### src/rtl/reg_dump_ctrl_pkg.sv
// reg_dump_ctrl_pkg: widths, register count and FSM states for reg_dump_ctrl (CSUM exists only with REG_DUMP_CHECKSUM_EN)
package reg_dump_ctrl_pkg;
  localparam int DATA_W = 10;
  localparam int ADDR_W = 3;
  localparam int NUM_REGS = 8;
  typedef enum logic [2:0] {
    IDLE,
    READ,
    SEND,
`ifdef REG_DUMP_CHECKSUM_EN
    CSUM,
`endif
    DONE
  } state_t;
endpackage

### src/rtl/reg_dump_ctrl_if.sv
// reg_dump_ctrl_if: register read port plus streaming valid/ready output of the dump controller
interface reg_dump_ctrl_if;
  import reg_dump_ctrl_pkg::*;
  logic start;
  logic busy;
  logic done;
  logic [ADDR_W-1:0] rd_addr;
  logic [DATA_W-1:0] rd_data;
  logic [DATA_W-1:0] out_data;
  logic out_valid;
  logic out_ready;
  logic out_last;
  modport master (
    input start, rd_data, out_ready,
    output busy, done, rd_addr, out_data, out_valid, out_last
  );
  modport slave (
    output start, rd_data, out_ready,
    input busy, done, rd_addr, out_data, out_valid, out_last
  );
endinterface

### src/rtl/reg_dump_ctrl.sv
// reg_dump_ctrl: walks read port 1 over r0..r(NUM_REGS-1) and streams each word; REG_DUMP_CHECKSUM_EN appends a sum word
module reg_dump_ctrl
  import reg_dump_ctrl_pkg::*;
(
  input logic clk,
  input logic reset,
  reg_dump_ctrl_if.master bus
);
  state_t state;
  logic [ADDR_W-1:0] idx;
  logic hs;
  logic last_idx;
`ifdef REG_DUMP_CHECKSUM_EN
  logic [DATA_W-1:0] sum;
`endif
  assign hs = bus.out_valid && bus.out_ready;
  assign last_idx = idx == ADDR_W'(NUM_REGS - 1);
  // dump sequencer: every output is registered and updated on the state transition that needs it
  always_ff @(posedge clk or negedge reset)
    if (!reset) begin
      state <= IDLE;
      idx <= '0;
      bus.rd_addr <= '0;
      bus.out_data <= '0;
      bus.out_valid <= 1'b0;
      bus.out_last <= 1'b0;
      bus.done <= 1'b0;
      bus.busy <= 1'b0;
`ifdef REG_DUMP_CHECKSUM_EN
      sum <= '0;
`endif
    end else begin
      case (state)
        IDLE: if (bus.start) begin
          state <= READ;
          bus.busy <= 1'b1;
          bus.rd_addr <= idx;
`ifdef REG_DUMP_CHECKSUM_EN
          sum <= '0;
`endif
        end
        READ: begin
          bus.out_data <= bus.rd_data;
          bus.out_valid <= 1'b1;
`ifdef REG_DUMP_CHECKSUM_EN
          bus.out_last <= 1'b0;
          sum <= sum + bus.rd_data;
`else
          bus.out_last <= last_idx;
`endif
          state <= SEND;
        end
        SEND: if (hs) begin
          bus.out_valid <= 1'b0;
          bus.out_last <= 1'b0;
          if (last_idx) begin
            bus.rd_addr <= '0;
`ifdef REG_DUMP_CHECKSUM_EN
            bus.out_data <= sum;
            bus.out_valid <= 1'b1;
            bus.out_last <= 1'b1;
            state <= CSUM;
`else
            bus.done <= 1'b1;
            state <= DONE;
`endif
          end else begin
            idx <= idx + 1'b1;
            bus.rd_addr <= idx + 1'b1;
            state <= READ;
          end
        end
`ifdef REG_DUMP_CHECKSUM_EN
        CSUM: if (hs) begin
          bus.out_valid <= 1'b0;
          bus.out_last <= 1'b0;
          bus.done <= 1'b1;
          state <= DONE;
        end
`endif
        DONE: begin
          bus.done <= 1'b0;
          bus.busy <= 1'b0;
          idx <= '0;
          state <= IDLE;
        end
        default: state <= IDLE;
      endcase
    end
endmodule

### src/flat_wrapper.sv
// flat-port wrapper written by rule: the top's interface ports become plain ports
module reg_dump_ctrl_flat import reg_dump_ctrl_pkg::*;
  (clk, reset, bus_start, bus_rd_data, bus_out_ready, bus_busy, bus_done, bus_rd_addr, bus_out_data, bus_out_valid, bus_out_last);
  reg_dump_ctrl_if bus_i ();
  input logic clk;
  input logic reset;
  input wire logic [$bits(bus_i.start)-1:0] bus_start;
  input wire logic [$bits(bus_i.rd_data)-1:0] bus_rd_data;
  input wire logic [$bits(bus_i.out_ready)-1:0] bus_out_ready;
  output wire logic [$bits(bus_i.busy)-1:0] bus_busy;
  output wire logic [$bits(bus_i.done)-1:0] bus_done;
  output wire logic [$bits(bus_i.rd_addr)-1:0] bus_rd_addr;
  output wire logic [$bits(bus_i.out_data)-1:0] bus_out_data;
  output wire logic [$bits(bus_i.out_valid)-1:0] bus_out_valid;
  output wire logic [$bits(bus_i.out_last)-1:0] bus_out_last;
  assign bus_i.start = bus_start;
  assign bus_i.rd_data = bus_rd_data;
  assign bus_i.out_ready = bus_out_ready;
  assign bus_busy = bus_i.busy;
  assign bus_done = bus_i.done;
  assign bus_rd_addr = bus_i.rd_addr;
  assign bus_out_data = bus_i.out_data;
  assign bus_out_valid = bus_i.out_valid;
  assign bus_out_last = bus_i.out_last;
  reg_dump_ctrl u_core (.clk(clk), .reset(reset), .bus(bus_i));
endmodule
### config.mk
export PLATFORM = sky130hd
export DESIGN_NAME = reg_dump_ctrl_flat
export DESIGN_NICKNAME = d
export VERILOG_FILES = /design/src/rtl/reg_dump_ctrl_pkg.sv /design/src/rtl/reg_dump_ctrl_if.sv /design/src/rtl/reg_dump_ctrl.sv /design/src/flat_wrapper.sv
export SDC_FILE = /design/constraint.sdc
export NUM_CORES = 1
export LEC_CHECK = 0
export ABC_AREA = 1
export CELL_PAD_IN_SITES_DETAIL_PLACEMENT = 1
export CELL_PAD_IN_SITES_GLOBAL_PLACEMENT = 1
export CORE_MARGIN = 2
export CORE_UTILIZATION = 39
export CTS_BUF_LIST = sky130_fd_sc_hd__clkbuf_2
export DETAILED_ROUTE_END_ITERATION = 12
export DONT_BUFFER_PORTS = 1
export GPL_ROUTABILITY_DRIVEN = 0
export PLACE_DENSITY_LB_ADDON = 0.1
export SLEW_MARGIN = 20
export SYNTH_ARGS = -nofsm -noshare
export SYNTH_HDL_FRONTEND = slang
export SYNTH_SLANG_ARGS = --single-unit
### constraint.sdc
create_clock -name clk -period 1.2 [get_ports clk]
set_input_delay 0.24 -clock clk [delete_from_list [all_inputs] [get_ports clk]]
set_output_delay 0.24 -clock clk [all_outputs]
set_load 0.05 [all_outputs]
; Yosys cells after proc, flatten, opt, wreduce, memory -nomap -nowiden
; Cells that the tools add are included.
[word_totals]
register_bits = 23
latchBits = 0
ramBits = 0
romBits = 0
input_bits = 14
out_inout_bits = 17
word_cells = 48
n_memories = 0
[classes]
add_sub_neg = 1
mul = 0
n_div = 0
n_lt_le_gt_ge = 0
n_eq_ne = 8
shifts = 0
muxes = 19
n_bitwise = 0
reduce_logical = 12
[ops]
columns = op, count
row1 = 3-bit two-way mux, 7
row2 = 3-bit one-hot mux with 2 select lines, 2
row3 = 3-bit one-hot mux with 3 select lines, 1
row4 = 3-bit AND reduction, 3
row5 = 1-bit one-hot mux with 2 select lines, 4
row6 = 2-bit nonzero test, 4
row7 = 3-bit by 2-bit equality test with 1-bit output (second input constant), 2
row8 = 2-bit AND reduction, 3
row9 = 1-bit two-way mux, 4
row10 = 2-bit by 1-bit != test with 1-bit output (second input constant), 2
row11 = 2-bit != test (second input constant), 2
row12 = 3-bit by 1-bit adder with 3-bit output (second input constant), 1
row13 = 3-bit by 1-bit equality test with 1-bit output (second input constant), 1
row14 = 3-bit equality test (second input constant), 1
row15 = 3-bit logical NOT, 1
row16 = 2-bit two-way mux, 1
row17 = 1-bit logical AND, 1

; Longest topological paths before layout
; Gate-level depths: netlist (run 1).
[depth]
depth_word = 4
depth_mapped = 8
ltp_nobuf = 8

; Least setup slack after synthesis (run 1)
; OpenSTA, ideal clock, no wires.
[synth_path]
path_kind = reg2reg
from = reg u_core.idx[0]
to = reg u_core.idx[0]
setup_time_ps = 117
t_arrival_ps = 1207
t_required_ps = 1083
setup_slack_ps = -123
path_stages_with_launch = 9
n_path_buf = 0
synth_period_minus_slack_ps = 1323
cell_sequence = dfrtp_1 > ha_1 > ha_1 > inv_1 > nand3_1 > nand2_1 > nand2_1 > nand2_1 > nand2_1
[synth_between]
elab_chain_cells = 4
elab_cells_between_ends = 7
classes_between = 1 x add/sub / 2 x eq/ne / 3 x mux / 1 x reduce/logical
[synth_rtl]
columns = element, line
row1 = "start, declared", reg_dump_ctrl.sv:10  ; logic [ADDR_W-1:0] idx;
row2 = "start signal, assigned", reg_dump_ctrl.sv:68  ; idx <= idx + 1'b1;
row3 = 3-bit by 1-bit adder with 3-bit output, reg_dump_ctrl.sv:68
row4 = 3-bit two-way mux, reg_dump_ctrl.sv:56  ; if (last_idx) begin
row5 = 3-bit two-way mux, reg_dump_ctrl.sv:53  ; SEND: if (hs) begin
row6 = 3-bit one-hot mux with 2 select lines, reg_dump_ctrl.sv:33  ; case (state)
; Parallel ways exist; a longest one is shown, timed or not. The select of a mux whose other input is x is not followed.
; A chain may end at the register's enable or synchronous reset.

; Worst setup path after layout (run 1)
[layout_path]
from = reg u_core.idx[0]
to = reg u_core.idx[2]
; The elaborated chain is that of the path after synthesis.

==> run metrics, run 1 <==
Placed Cells incl. Taps 154; largest family of logic cells by synthesized area simple AND/OR/NAND/NOR gates; first-pass GRT wire length about 3800 µm; antenna violations before repair 0; Post-Synth Simple-Gate Area 35.1%; ratio of cells with drive above 1 in the final layout 35.7%; die height 54.3 µm; post-synthesis cell count ~120; pwr/cell area 2910 nW/µm²; Finished Layout Cells 170; Pre-Repair DR Iteration Count 4; CTS tree built; total routed wirelength between 2000 and 2500 µm; CP required around 1.5 ns; GRT Total Usage a little under a fifth; fin. max-slew vios 0; CTS clk-pin slew, worst paths 0.23 ns; Synth Area in Compound Gates approximately 1%; fin crit period about 1.3 ns; routed len/inst approximately 15 µm; Final Instance Area ~1300 µm²; core region area 2430 µm²; Worst EP arrival between 1.5 and 2 ns; root buf cell clkbuf_2; vias in the first global route about 860; Syn Nets 133; n_diodes 0; unrepaired setup endpoints after global routing true; area grow syn2layout 35.3%; Ports 31; final worst path period share 108%; Crit Path Category flip-flop to flip-flop; die area between 2000 and 3000 µm²; Worst IR Drop VDD 0.00180 V; Switching Fraction approximately half; gr ovfl total 0; largest net degree at the start of global routing 23; detailed placer's ending HPWL approximately 1800 µm; Hold Vio Cnt, Final 0; Worst setup EP type flip-flop; clock buffer depth 2; Synth Area in XOR/XNOR 0%; vias roughly 850; leak pwr a little under 0.0007 µW; worst slew pin tran just under 0.5 ns; syn avg cell area around 8.5 µm²; initial core utilization 40.6%; Layout Nets approximately 160; H-tree levels 1; internal power 1890 µW; register share of total power 52.1%; commonest non-fill, non-tap cell in the layout nand2_1; sequential element share of the synthesized area between 50% and 60%; MaxCap Viol Count 0; Critical Path Slowest Stage Cell dfrtp_1; PnR worst setup slack -0.0950 ns; final setup fails 7; count of state elements after synthesis 22; status finished with violations; DR iter-0 viols 4; post-synthesis adder-cell area fraction around 3.8%; Port Buffer Count 0; multiplexer share of the synthesized area 0%; WP buf/inv 0; Top delay family on crit path flip-flops; synthesized cell area a little under 1000 µm²; commonest non-fill, non-tap cells in the layout nand2_1 (48), dfrtp_2 (16), nand3_1 (15); number of remaining DRC errors 0; skew final 0.0136 ns; number of distinct library cells after synthesis 15; worst slack, placed -0.0758 ns; most used cell, CP ha_4; TritonCTS buffer count 3; Max Freq a little under 0.8 GHz; Num Clock Sinks 22; Hold WC Path Type primary input to flip-flop; Worst slew margin between 60% and 70%; CP Cell Sequence ha_4 -> ha_4 -> nand2_2 -> or2_0 -> nand2_1; Clk pwr share a little over an eighth; Die X approximately 54 µm; clk_lat worst skew about 0.34 ns; CP Launch Type flip-flop; drt via density about 5; CP max FO 2; hold slack approximately 0.011 ns; row cnt 18; placed inst area roughly 1100 µm²; violated checks negative setup slack; ANT nets after route 0; Ys Warns 0; Comb pwr share about 34%; Sw Pwr ~2000 µW; Worst path max stage delay between 0.4 and 0.5 ns
## area by class of cell
cell class / instances / area [µm²]
fillers: 284 / 1090
flip-flops and latches: 22 / 571
multi-input cells: 84 / 454
repair buffers: 23 / 201
well taps: 30 / 37.5
clock inverters: 1 / 30.0
inverters: 7 / 28.8
clock buffers: 3 / 15.0
## what timing repair did
item	CTS	global route
setup buffers	1	2
gates resized for setup	20	9
pin swaps	1	4
hold buffers	8	1
hold endpoints to repair	29	22
setup endpoints to repair	22	28
## cells by family (layout without fill, tap and decap cells)
logic type,after synthesis,count (layout)
buffers and inverters,10,34
AND/OR/NAND/NOR,79,79
AO/OA/AOI/OAI,2,2
flip-flops,22,22
adder cells (fa/ha/maj),3,3
## routing by layer
metal | vias up | share of wire (%) | global-route usage, %
met3 | 2 | 5.0 | 3.55
met5 | - | 0 | 0
met1 | 420 | 44 | 23.0
li1 | 411 | - | -
met4 | 0 | 0.41 | 7.50
met2 | 19 | 51 | 30.3
## power by group through the flow
| stage | clock [µW] | sequential [µW] | combinational [µW] |
|---|---|---|---|
| 5_1_grt | 572 | 2080 | 1520 |
| 2_1_floorplan | 0 | 2020 | 702 |
| 3_5_place_dp | 0 | 2000 | 1130 |
| 3_3_place_gp | 0 | 1990 | 1070 |
| 6_report | 529 | 2030 | 1340 |
| 4_1_cts | 542 | 2010 | 1240 |
## cell usage after synthesis
cell type  number  share of area, %
a21oi_1         2               1.0
buf_2           2               1.0
buf_4           1              0.76
dfrtp_1        22                56
ha_1            3               3.8
inv_1           6               2.3
inv_2           1              0.38
nand2_1        52                20
nand2_2         2               1.3
nand3_1        16               8.1
nand3_2         1               1.0
nand4_2         1               1.3
nor2_1          5               1.9
nor2_4          1               1.1
or2_0           1              0.63
## worst paths after layout
| check | from | end | slack (ns) | cells after the start |
|---|---|---|---|---|
| hold reg to reg | u_core.state[0] | u_core.bus.out_last | 0.58 | 2 |
| setup / recovery | u_core.idx[0] | u_core.idx[2] | -0.1 | 5 |
| hold / removal | bus_rd_data[4] | u_core.bus.out_data[4] | 0.01 | 2 |
| max in group asynchronous | reset | u_core.bus.done | 0.47 | 2 |
| min in group asynchronous | reset | u_core.bus.out_data[3] | 0.37 | 2 |
| setup reg to reg | u_core.idx[0] | u_core.idx[2] | -0.1 | 5 |
## worst register-to-register path, cell delays in order (launching register included)
cell     delay [ns]
dfrtp_1        0.46
ha_4           0.19
ha_4           0.26
nand2_2        0.05
or2_0          0.23
nand2_1        0.07
## registers in the layout (all words and copies together), names as in the netlist
register and flops:
u_core.bus.out_data 10, u_core.bus.done 1, u_core.idx 3, u_core.bus.out_valid 1, u_core.bus.rd_addr 3, u_core.bus.busy 1, u_core.state 2, u_core.bus.out_last 1
## metrics by stage
step	utilization, %	setup TNS (ns)	total power (µW)
after floorplan	-	-0.0990	2720
after global placement	45.7	-0.0560	3060
after detailed placement	45.7	-0.232	3130
after CTS	52.5	-0.458	3790
after global routing	55.0	-0.958	4170
final	55.0	-0.321	3890
Power figures use the tool's default switching activity.
==> run 2: changes to the inputs <==
--- a/config.mk
+++ b/config.mk
@@ -9,7 +9,7 @@
 export CELL_PAD_IN_SITES_DETAIL_PLACEMENT = 1
 export CELL_PAD_IN_SITES_GLOBAL_PLACEMENT = 1
 export CORE_MARGIN = 2
-export CORE_UTILIZATION = 39
+export CORE_UTILIZATION = 35
 export CTS_BUF_LIST = sky130_fd_sc_hd__clkbuf_2
 export DETAILED_ROUTE_END_ITERATION = 12
 export DONT_BUFFER_PORTS = 1
==> run metrics, run 2 (synthesis results as in run 1) <==
status finished with violations (unchanged); violated checks negative setup slack (unchanged); MaxCap Viol Count 0 (unchanged); row cnt 19 (was 18); Crit Path Category flip-flop to flip-flop (unchanged); H-tree levels 1 (unchanged); Worst setup EP type flip-flop (unchanged); cells on worst reg2reg path 8 (was 5); clock buffer depth 2 (unchanged); gr ovfl total 0 (unchanged); vias 865 (was 852); Critical Path Slowest Stage Cell dfrtp_1 (unchanged); ANT nets after route 0 (unchanged); TritonCTS buffer count 3 (unchanged); RR Startpoint u_core.idx[1] (was u_core.idx[0]); commonest non-fill, non-tap cells in the layout nand2_1 (48), dfrtp_2 (16), nand3_1 (15) (unchanged); Hold WC Path Type primary input to flip-flop (unchanged); Worst path max stage delay 0.46 ns (about the same); final worst path period share 109% (was 108%); r2r setup slk -0.11 ns (was -0.1 ns); detailed placer's ending HPWL 1700 µm (was 1760 µm); Port Buffer Count 0 (unchanged); unrepaired setup endpoints after global routing true (unchanged); die height 57.1 µm (was 54.3 µm); Largest regs u_core.bus.out_data x10, u_core.bus.rd_addr x3, u_core.idx x3 (unchanged); Layout Nets 158 (unchanged); core region area 2710 µm² (was 2430 µm²); leak pwr 0.000694 µW (was 0.000690 µW); drt via density 5.06 (was 5.01); commonest non-fill, non-tap cell in the layout nand2_1 (unchanged); GRT Total Usage 16.8% (was 18.2%); Setup crit start u_core.idx[1] (was u_core.idx[0]); initial core utilization 36.5% (was 40.6%); DR iter-0 viols 11 (was 4); Hold Path Cell Cnt 2 (unchanged); routed len/inst 14.7 µm (was 14.5 µm); CP max FO 3 (was 2); max reg flops 10 (unchanged); antenna violations before repair 0 (unchanged); fin crit period 1.31 ns (was 1.30 ns); CTS clk-pin slew, worst paths 0.23 ns (about the same); fin. max-slew vios 0 (unchanged); CTS tree built (unchanged); Worst IR Drop VDD 0.00201 V (was 0.00180 V); pwr/cell area 2840 nW/µm² (was 2910 nW/µm²); Hold Vio Cnt, Final 0 (unchanged); reg2reg end u_core.idx[2] (unchanged); Worst EP arrival 1.55 ns (was 1.58 ns); number of remaining DRC errors 0 (unchanged); ratio of cells with drive above 1 in the final layout 35.0% (was 35.7%); Pre-Repair DR Iteration Count 4 (unchanged); CP Cell Sequence ha_4 -> ha_4 -> inv_4 -> nand3_4 -> nand2_4 -> nand2_4 -> nand2_1 -> nand2_1 (was ha_4 -> ha_4 -> nand2_2 -> or2_0 -> nand2_1); skew final 0.0141 ns (was 0.0136 ns); Reg with most FFs u_core.bus.out_data (unchanged); root buf cell clkbuf_2 (unchanged); Ports 31 (unchanged); clk_lat worst skew 0.33 ns (was 0.34 ns); first-pass GRT wire length 4140 µm (was 3830 µm); Max Freq 0.764 GHz (was 0.772 GHz); area grow syn2layout 37.3% (was 35.3%); final setup fails 4 (was 7); total power 3850 µW (was 3890 µW); PnR worst setup slack -0.109 ns (was -0.0950 ns); Worst slew margin 33.5% (was 67.0%); hold slack 0.0191 ns (was 0.0105 ns); CP required 1.45 ns (was 1.49 ns); die area 3260 µm² (was 2950 µm²); CP Launch Type flip-flop (unchanged); total routed wirelength 2510 µm (was 2470 µm); min-delay src bus_rd_data[2] (was bus_rd_data[4]); vias in the first global route 904 (was 856); worst slew pin tran 0.997 ns (was 0.495 ns); n_diodes 0 (unchanged); largest net degree at the start of global routing 23 (unchanged); Hold Path End u_core.bus.out_data[2] (was u_core.bus.out_data[4]); Die X 57.1 µm (was 54.3 µm); Num Clock Sinks 22 (unchanged)
[run 2: cell types whose count changed in the layout (fill, tap and decap cells not counted)]
| cell | before | now |
|---|---|---|
| buf_2 | 1 | 0 |
| buf_6 | 3 | 2 |
| dlygate4sd3_1 | 8 | 9 |
| dlymetal6s4s_1 | 0 | 1 |
| ha_1 | 1 | 0 |
| ha_4 | 2 | 3 |
| or2_0 | 1 | 0 |
| or2_1 | 0 | 1 |
[run 2: worst max path at each step]
stage / cells after the start / slack, ns / endpoint
finish: 8 / -0.11 / u_core.idx[2]
global route: 8 / -0.16 / u_core.idx[2]
CTS: 5 / -0.10 / u_core.idx[2]
detailed placement: 8 / -0.10 / u_core.idx[2]
global placement: 8 / -0.03 / u_core.idx[2]
floorplan: 8 / -0.03 / u_core.idx[2]
[run 2: metrics by stage]
stage	setup TNS (ns)	setup WS [ns]	instance area, µm²	utilization, %	cells
CTS	-1.17	-0.104	1300	47.8	170
floorplan	-0.0990	-0.0341	1010	-	116
global route	-1.08	-0.158	1360	50.1	171
global placement	-0.0710	-0.0269	1100	40.8	154
detailed placement	-0.310	-0.103	1100	40.8	154
finish	-0.339	-0.109	1360	50.1	171
[run 2: metal layers]
metal	routed length, µm	track usage, %	share of wire (%)	vias to the layer above
li1	-	-	-	416
met1	1160	22.1	46	425
met2	1220	26.9	49	22
met3	110	3.40	4.4	2
met4	21	6.98	0.84	0
met5	0	0	0	-
[run 2: critical path: cells and delay by family (launching register included)]
family        cells  cell delay, ns
buf+inv           1            0.06
simple gates      5            0.36
fa+ha+maj         2            0.36
flops             1            0.46
[run 2: what timing repair did]
action | CTS | global route
gates resized for setup | 19 | 13
hold buffers | 10 | 0
pin swaps | 1 | 9
endpoints found under the setup margin | 22 | 44
endpoints found under the hold margin | 31 | 0
buffers inserted | 2 | 1
[run 2: final cells by class]
class | instances | area [µm²]
Fill cell | 319 | 1350
Sequential cell | 22 | 571
Multi-Input combinational cell | 84 | 467
Timing Repair Buffer | 23 | 208
Tap cell | 31 | 38.8
Clock inverter | 1 | 30.0
Inverter | 7 | 28.8
Clock buffer | 3 | 15.0
[run 2: power breakdown]
group / internal, µW / switching [µW] / total (µW) / leakage [µW]
logic: 513 / 782 / 1300 / 0.000409
clock network: 287 / 237 / 524 / 0.0000266
registers: 1060 / 966 / 2030 / 0.000258
==> run 3: changes to the inputs <==
--- a/config.mk
+++ b/config.mk
@@ -9,7 +9,7 @@
 export CELL_PAD_IN_SITES_DETAIL_PLACEMENT = 1
 export CELL_PAD_IN_SITES_GLOBAL_PLACEMENT = 1
 export CORE_MARGIN = 2
-export CORE_UTILIZATION = 35
+export CORE_UTILIZATION = 30
 export CTS_BUF_LIST = sky130_fd_sc_hd__clkbuf_2
 export DETAILED_ROUTE_END_ITERATION = 12
 export DONT_BUFFER_PORTS = 1
==> run metrics, run 3 (synthesis results as in run 1) <==
status finished with violations (unchanged); violated checks negative setup slack (unchanged); initial core utilization 31.9% (was 36.5%); root buf cell clkbuf_2 (unchanged); commonest non-fill, non-tap cells in the layout nand2_1 (49), dfrtp_2 (16), nand3_1 (15) (was nand2_1 (48), dfrtp_2 (16), nand3_1 (15)); Largest regs u_core.bus.out_data x10, u_core.bus.rd_addr x3, u_core.idx x3 (unchanged); max reg flops 10 (unchanged); TritonCTS buffer count 3 (unchanged); Num Clock Sinks 22 (unchanged); n_diodes 0 (unchanged); Crit Path Category flip-flop to flip-flop (unchanged); Switching Fraction 51.0% (was 51.6%); detailed placer's ending HPWL 1750 µm (was 1700 µm); commonest non-fill, non-tap cell in the layout nand2_1 (unchanged); area grow syn2layout 41.8% (was 37.3%); Clk pwr share 13.5% (was 13.6%); drt via density 4.61 (was 5.06); Comb pwr share 35.1% (was 33.7%); unrepaired setup endpoints after global routing true (unchanged); Worst setup EP type flip-flop (unchanged); Sw Pwr 2010 µW (was 1990 µW); Hold WC Path Type primary input to flip-flop (unchanged); Final Instance Area 1400 µm² (was 1360 µm²); gr ovfl total 0 (unchanged); row cnt 20 (was 19); CP max FO 2 (was 3); CTS clk-pin slew, worst paths 0.23 ns (about the same); clock buffer depth 2 (unchanged); Layout Nets 159 (was 158); final setup fails 4 (unchanged); leak pwr 0.000714 µW (was 0.000694 µW); Reg with most FFs u_core.bus.out_data (unchanged); final worst path period share 107% (was 109%); CTS tree built (unchanged); vias 852 (was 865); ANT nets after route 0 (unchanged); Max Freq 0.776 GHz (was 0.764 GHz); PnR worst setup slack -0.0889 ns (was -0.109 ns); CP Launch Type flip-flop (unchanged); internal power 1930 µW (was 1870 µW); die area 3770 µm² (was 3260 µm²); MaxCap Viol Count 0 (unchanged); die height 61.4 µm (was 57.1 µm); Worst EP arrival 1.60 ns (was 1.55 ns); Worst slew margin 34.8% (was 33.5%); first-pass GRT wire length 3860 µm (was 4140 µm); fin. max-slew vios 0 (unchanged); fin crit period 1.29 ns (was 1.31 ns); Die X 61.4 µm (was 57.1 µm); clk_lat worst skew 0.34 ns (was 0.33 ns); vias in the first global route 869 (was 904); Ports 31 (unchanged); number of remaining DRC errors 0 (unchanged); H-tree levels 1 (unchanged); DR iter-0 viols 10 (was 11); ratio of cells with drive above 1 in the final layout 36.2% (was 35.0%); CP required 1.51 ns (was 1.45 ns); routed len/inst 13.6 µm (was 14.7 µm); Port Buffer Count 0 (unchanged); post-layout util 45.2% (was 50.1%); Fillers 381 (was 319); skew final 0.0117 ns (was 0.0141 ns); register share of total power 51.5% (was 52.7%); Worst IR Drop VDD 0.00108 V (was 0.00201 V); pwr/cell area 2810 nW/µm² (was 2840 nW/µm²); Setup TNS -0.268 ns (was -0.339 ns); worst slew pin tran 0.979 ns (was 0.997 ns); antenna violations before repair 0 (unchanged); Pre-Repair DR Iteration Count 2 (was 4); largest net degree at the start of global routing 23 (unchanged); GRT Total Usage 14.2% (was 16.8%); core region area 3100 µm² (was 2710 µm²); total routed wirelength 2530 µm (was 2510 µm); Hold Vio Cnt, Final 0 (unchanged); placed inst area 1130 µm² (was 1100 µm²)
run 3: cell type report:
type / instances / area (µm²) / area share, %
Tap cell: 44 / 55.1 / 3.93
Sequential cell: 22 / 571 / 40.7
Clock buffer: 3 / 15.0 / 1.07
Inverter: 7 / 28.8 / 2.05
Timing Repair Buffer: 24 / 228 / 16.3
Clock inverter: 1 / 30.0 / 2.14
Multi-Input combinational cell: 84 / 474 / 33.8
run 3: worst paths after layout:
kind	startpoint	end	slack, ns	cells after the start
worst max-delay path	u_core.idx[1]	u_core.idx[2]	-0.09	5
worst min-delay path	bus_rd_data[1]	u_core.bus.out_data[1]	0.03	2
worst max register to register	u_core.idx[1]	u_core.idx[2]	-0.09	5
worst min register to register	u_core.state[1]	u_core.bus.out_data[4]	0.66	3
max in group asynchronous	reset	u_core.bus.out_data[1]	0.46	1
min in group asynchronous	reset	u_core.bus.out_last	0.09	1
run 3: critical path, stage by stage, from the launching register on:
cell and delay, ns:
dfrtp_1 0.46, ha_4 0.19, ha_4 0.27, nand2_4 0.05, or2_0 0.23, nand2_1 0.06
run 3: stage by stage:
stage | instances | power, µW | hold WS, ns | setup slack [ns]
floorplan | 116 | 2720 | -0.0556 | -0.0341
global placement | 167 | 3110 | -0.0551 | -0.0321
detailed placement | 167 | 3160 | -0.0551 | -0.0643
CTS | 181 | 3800 | 0.00318 | -0.0893
global route | 185 | 4220 | 0.0206 | -0.145
finish | 185 | 3940 | 0.0334 | -0.0889
run 3: power by group through the flow:
stage / Combinational (µW) / Sequential, µW / Clock [µW]
after floorplan: 702 / 2020 / 0
after global placement: 1100 / 2000 / 0
after detailed placement: 1140 / 2010 / 0
after CTS: 1250 / 2010 / 547
after global routing: 1570 / 2070 / 581
final: 1380 / 2030 / 530
run 3: routing by layer:
metal | track usage, % | wire, µm | part of all wire [%]
met1 | 18.1 | 1090 | 43
met2 | 23.3 | 1250 | 50
met3 | 3.78 | 121 | 4.8
met4 | 5.47 | 58 | 2.3
met5 | 0 | 0 | 0
run 3: repair_timing:
| item | 4_1_cts | 5_1_grt |
|---|---|---|
| gates resized for setup | 10 | 23 |
| pin swaps | 1 | 13 |
| hold buffers | 8 | 2 |
| setup endpoints to repair | 21 | 43 |
| buffers inserted | 2 | 3 |
| hold endpoints to repair | 29 | 2 |
